### config.mk
export PLATFORM = sky130hd
export DESIGN_NAME = eb_cla_adder
export DESIGN_NICKNAME = d
export VERILOG_FILES = /design/src/rtl/eb_cla_adder.sv
export SDC_FILE = /design/constraint.sdc
export NUM_CORES = 1
export LEC_CHECK = 0
export ABC_AREA = 1
export CORE_UTILIZATION = 25
export DETAILED_ROUTE_END_ITERATION = 6
export SLEW_MARGIN = 20
export SYNTH_ARGS = -nofsm -noshare
export SYNTH_HDL_FRONTEND = slang
export SYNTH_SLANG_ARGS = --single-unit
export TNS_END_PERCENT = 1
### constraint.sdc
create_clock -name clk -period 2.5 [get_ports clk]
set_input_delay 0.5 -clock clk [delete_from_list [all_inputs] [get_ports clk]]
set_output_delay 0.5 -clock clk [all_outputs]
set_load 0.03 [all_outputs]
### src/rtl/eb_cla_adder.sv
`timescale 1ns/1ps
// 8-bit two-level carry-lookahead adder. Y/Cout/Ovf are combinational; Y_q/Cout_q/Ovf_q register them
// with one cycle of latency. No flow control: the registers load every cycle.
module eb_cla_adder (
   input  logic       clk,
   input  logic       rst_n,
   input  logic [7:0] A,
   input  logic [7:0] B,
   input  logic       Cin,
   output logic [7:0] Y,
   output logic       Cout,
   output logic       Ovf,
   output logic [7:0] Y_q,
   output logic       Cout_q,
   output logic       Ovf_q
);

   logic [7:0] g;
   logic [7:0] p;
   logic [8:0] c;
   logic       grp_g0, grp_p0, grp_g1, grp_p1;

   assign g = A & B;
   assign p = A ^ B;

   // Group 0: every carry is expanded back to Cin so nothing ripples between bits.
   assign c[0]   = Cin;
   assign c[1]   = g[0] | (p[0] & Cin);
   assign c[2]   = g[1] | (p[1] & g[0]) | (p[1] & p[0] & Cin);
   assign c[3]   = g[2] | (p[2] & g[1]) | (p[2] & p[1] & g[0]) | (p[2] & p[1] & p[0] & Cin);
   assign grp_g0 = g[3] | (p[3] & g[2]) | (p[3] & p[2] & g[1]) | (p[3] & p[2] & p[1] & g[0]);
   assign grp_p0 = &p[3:0];

   // Second level: group carries straight from the group terms.
   assign c[4]   = grp_g0 | (grp_p0 & Cin);
   assign c[8]   = grp_g1 | (grp_p1 & grp_g0) | (grp_p1 & grp_p0 & Cin);

   assign c[5]   = g[4] | (p[4] & c[4]);
   assign c[6]   = g[5] | (p[5] & g[4]) | (p[5] & p[4] & c[4]);
   assign c[7]   = g[6] | (p[6] & g[5]) | (p[6] & p[5] & g[4]) | (p[6] & p[5] & p[4] & c[4]);
   assign grp_g1 = g[7] | (p[7] & g[6]) | (p[7] & p[6] & g[5]) | (p[7] & p[6] & p[5] & g[4]);
   assign grp_p1 = &p[7:4];

   assign Y    = p ^ c[7:0];
   assign Cout = c[8];
   assign Ovf  = c[8] ^ c[7];

   always_ff @(posedge clk or negedge rst_n) begin
      if (!rst_n) begin
         Y_q    <= 8'h00;
         Cout_q <= 1'b0;
         Ovf_q  <= 1'b0;
      end else begin
         Y_q    <= Y;
         Cout_q <= Cout;
         Ovf_q  <= Ovf;
      end
   end

endmodule

# Yosys cells after proc, flatten, opt, wreduce, memory -nomap -nowiden
# Index checks and enable logic that the tools add are counted.
# Widths: inputs -> output; s select.
[classes] n_reduce_logical=2 n_bitwise=57
[ops] operator="$and 1x1->1" n=32
[ops] operator="$or 1x1->1" n=21
[ops] operator="$xor 8x8->8" n=2
[ops] operator="$and 8x8->8" n=1
[ops] operator="$reduce_and 4->1" n=2
[ops] operator="$xor 1x1->1" n=1
[totals] ff_bits=10 output_inout_bits=20 inputBits=19

# Logic depth before layout (Yosys ltp)
[depth] word_depth=9 ltp_mapped=9

# Least setup slack after synthesis
# Ideal clock, no wire load.
[synth_path] kind="input to output" from="input A[3]" to="output Y[5]" setup_slack_ps=-10 t_arrival_ps=2010 path_stages=7 t_required_ps=2000 n_path_buf=0 cell_sequence="ha_1 > nand2_1 > clkinv_1 > nand3_2 > nand2_2 > fa_1 > xor2_1"
[synth_between] elab_chain_cells=9 word_cells_on_any_way=16
[synth_lines] item="start, declared" line_no="7" rtl="input logic [7:0] A,"
[synth_lines] item="$xor 8x8->8" line_no="24" rtl="assign p = A ^ B;"
[synth_lines] item="$and 1x1->1" line_no="31" rtl="assign grp_g0 = g[3] | (p[3] & g[2]) | (p[3] & p[2] & g[1]) | (p[3] & p[2] & p[1] & g[0]);"
[synth_lines] item="$or 1x1->1 / $and 1x1->1 (equally long branches) (2 in a row)" line_no="31"
[synth_lines] item="$or 1x1->1" line_no="31"
[synth_lines] item="$or 1x1->1 *" line_no="35" rtl="assign c[4] = grp_g0 | (grp_p0 & Cin);"
[synth_lines] item="$and 1x1->1 *" line_no="38" rtl="assign c[5] = g[4] | (p[4] & c[4]);"
[synth_lines] item="$or 1x1->1 *" line_no="38"
[synth_lines] item="$xor 8x8->8 *" line_no="44" rtl="assign Y = p ^ c[7:0];"
[synth_lines] item="end, declared" line_no="10" rtl="output logic [7:0] Y,"
# Every way passes the cells marked *; elsewhere a longest branch is shown, timed or not.

# Final worst setup path
[layout_path] from="input B[3]" to="output Y[5]"
[layout_between] elab_chain_cells=9 word_cells_on_any_way=16
[layout_lines] item="start, declared" line_no="8" rtl="input logic [7:0] B,"
[layout_lines] item="$xor 8x8->8" line_no="24"
[layout_lines] item="$and 1x1->1" line_no="31"
[layout_lines] item="$or 1x1->1 / $and 1x1->1 (equally long branches) (2 in a row)" line_no="31"
[layout_lines] item="$or 1x1->1" line_no="31"
[layout_lines] item="$or 1x1->1 *" line_no="35"
[layout_lines] item="$and 1x1->1 *" line_no="38"
[layout_lines] item="$or 1x1->1 *" line_no="38"
[layout_lines] item="$xor 8x8->8 *" line_no="44"
# Marks and branches as above.

==> flow_summary.ini <==
[grt]
antenna_found_initial = 0
grt_pass1_wl_mm = 2.30
grt_start_max_net_pins = 11
overflow = 0
grt_pass1_vias = 586
track_usage = 0.115

[logic_synthesis]
synth_common_cells = nand2_1, inv_1, dfrtp_1, ha_1, nor2_1
syn_inst = 76
yosysTopAreaCell = dfrtp_1
synth_cell_types = 16
synth_area_leaders = dfrtp_1, ha_1, nand2_1
synth-edff-count = 0
synth.most_common_cell = nand2_1
yosysSeqAreaShare = 0.385
ys_ff_latch = 10
synth_area_per_cell_um2 = 8.54
synth_area_um2 = 649
syn-num-nets = 105
ys.flop_type = dfrtp_1
synth-async-reset-ratio = 1.00
synth_top_area_frac = 0.385
yosysWarnings = 0

[power]
comb_power_share = 0.574
leakagePower_nw = 0.715
p_seq_frac = 0.251
switching_share = 0.387
power.total_uw = 787
clock_power_share = 0.175
p_switching_uw = 304
max-vdd-ir-drop_mv = 0.308
intPower_uw = 482
powerDensity_nw_per_um2 = 579

[routing]
drc = 0
dr.pass1.iters = 2
wl_per_cell_um = 10.3
wl_mm = 1.66
dr.first_iter.drc_count = 4
ant_nets = 0
vias = 690
via_per_inst = 4.29

[layout]
final_util = 0.553
insertedDiodeCount = 0
area_growth_pct = 109
fill_cells = 222
regArea_um2 = 250
layout-drive-gt1-share = 0.458
multi_input_area_um2 = 500
stdcell_count = 161
fin_nets = 161

[clocking]
path_clk_slew_ns = 0.06
cts_buffers = 3
cts-root-buf = clkbuf_4
clock-sinks = 10
cts.hold.buffers_added = 0
htreeDepth = 1
cts_tree = done
clockBufferDepth = 2

[setup_path]
arrival_ns = 1.92
critPathKind = in -> out
cp_common_cell = nand2_2
startpoint = B[3]
cp_slowest_cell = fa_2
crit_family = adder cells
path_buf_inv = 3
start_kind = primary input
endpoint_kind = primary output
crit_chain = clkdlybuf4s15_1 -> ha_4 -> nand2_2 -> clkinv_2 -> nand3_2 -> nand2_2 -> fa_2 -> xor2_2 -> buf_6
required_ns = 2.00
cp_slowest_stage_delay_ns = 0.36
cp_max_fo = 3

[status]
status = completed

[floorplan]
io_pins = 39
initial_core_util = 0.265
core_area_um2 = 2450
die-area_um2 = 2810
die_x_um = 53.0
die_h_um = 53.0
row_count = 18

[sta]
rsz0062_at_grt = true
setup_slack_ns = 0.0786
relSlewSlack = 0.734
slew_viol_final = 0
hold_violations = 0
hold_ws_ns = 0.531
fin_crit_sh = 0.969
post-route-min-period_ns = 2.42
max_freq_ghz = 0.413
finalSetupViolCount = 0
worstMarginPinSlew_ns = 0.398

[job]
cap_viol_max_count = 0

[place]
post-place-ws_ns = -0.334
io_buffer_count = 38
hpwl_mm = 1.26
dp.cells = 155
place_congestion = 0.738

[min_path]
hold_class = in -> async
[metal layers]
metal  track usage  vias to the layer above  wire (um)
met5             0                        -          0
met1         0.121                      316        638
met3        0.0172                        4         88
met2         0.213                       24        897
met4        0.0658                        0         33
li1              -                      346          -
[power by group through the flow]
stage                     sequential (mW)  clock (mW)  combinational [mW]
after global placement              0.200           0               0.395
after CTS                           0.198       0.143               0.414
after global routing                0.199       0.159               0.487
after floorplan                     0.263           0               0.151
final                               0.197       0.138               0.452
after detailed placement            0.201           0               0.399
[metrics by stage]
stage | cell area (um2) | TNS (ns)
after floorplan | 657 | 0
after global placement | 1130 | -0.965
after detailed placement | 1130 | -1.18
after CTS | 1220 | 0
after global routing | 1360 | -0.0475
final | 1360 | 0
[layout make-up]
| class | instances | area share |
|---|---|---|
| Inverter | 14 | 0.0396 |
| Clock buffer | 4 | 0.0267 |
| Sequential cell | 10 | 0.184 |
| Multi-Input combinational cell | 52 | 0.369 |
| Tap cell | 30 | 0.0276 |
| Timing Repair Buffer | 51 | 0.353 |
[registers in the layout, indices dropped and copies added, names as in the netlist]
register  flops
Y_q           8
Ovf_q         1
Cout_q        1
[how the worst max path moves through the flow]
stage | endpoint | slack [ns] | cells after the start
finish | Y[5] | 0.08 | 9
global route | Y[5] | -0.03 | 9
CTS | Y[6] | 0.002 | 8
detailed placement | Y[5] | -0.33 | 7
global placement | Y[5] | -0.29 | 7
floorplan | Y[5] | 0.11 | 7
[repair_timing]
item,in CTS,in global routing
buffers inserted,1,1
pin swaps,10,15
resized for setup,20,41
setup endpoints to repair,6,6
[kinds of logic after synthesis]
logic type,after synthesis,share of synthesized area
adder cells (fa/ha/maj),10,0.216
buffers and inverters,14,0.0809
flip-flops,10,0.385
AO/OA/AOI/OAI,9,0.0790
XOR/XNOR,3,0.0405
AND/OR/NAND/NOR,30,0.198
[placed cells by master (no fill, tap or decap), types with 2 or more instances in the layout]
cell type	Yosys	routed
a21oi_1	6	2
nand2_1	17	11
a21oi_4	0	2
nand3_2	1	2
dfrtp_1	10	10
clkbuf_4	0	3
dlymetal6s2s_1	0	9
clkbuf_2	0	2
clkdlybuf4s15_1	0	5
nor2_1	7	3
ha_4	0	5
buf_4	0	19
buf_6	0	4
ha_1	8	2
xnor2_1	2	2
nor2_4	0	2
nor2_2	0	2
clkdlybuf4s50_1	0	11
nand2_2	3	8
inv_1	13	12
a21oi_2	1	3
No activity file was read; power rests on OpenSTA's default activity.
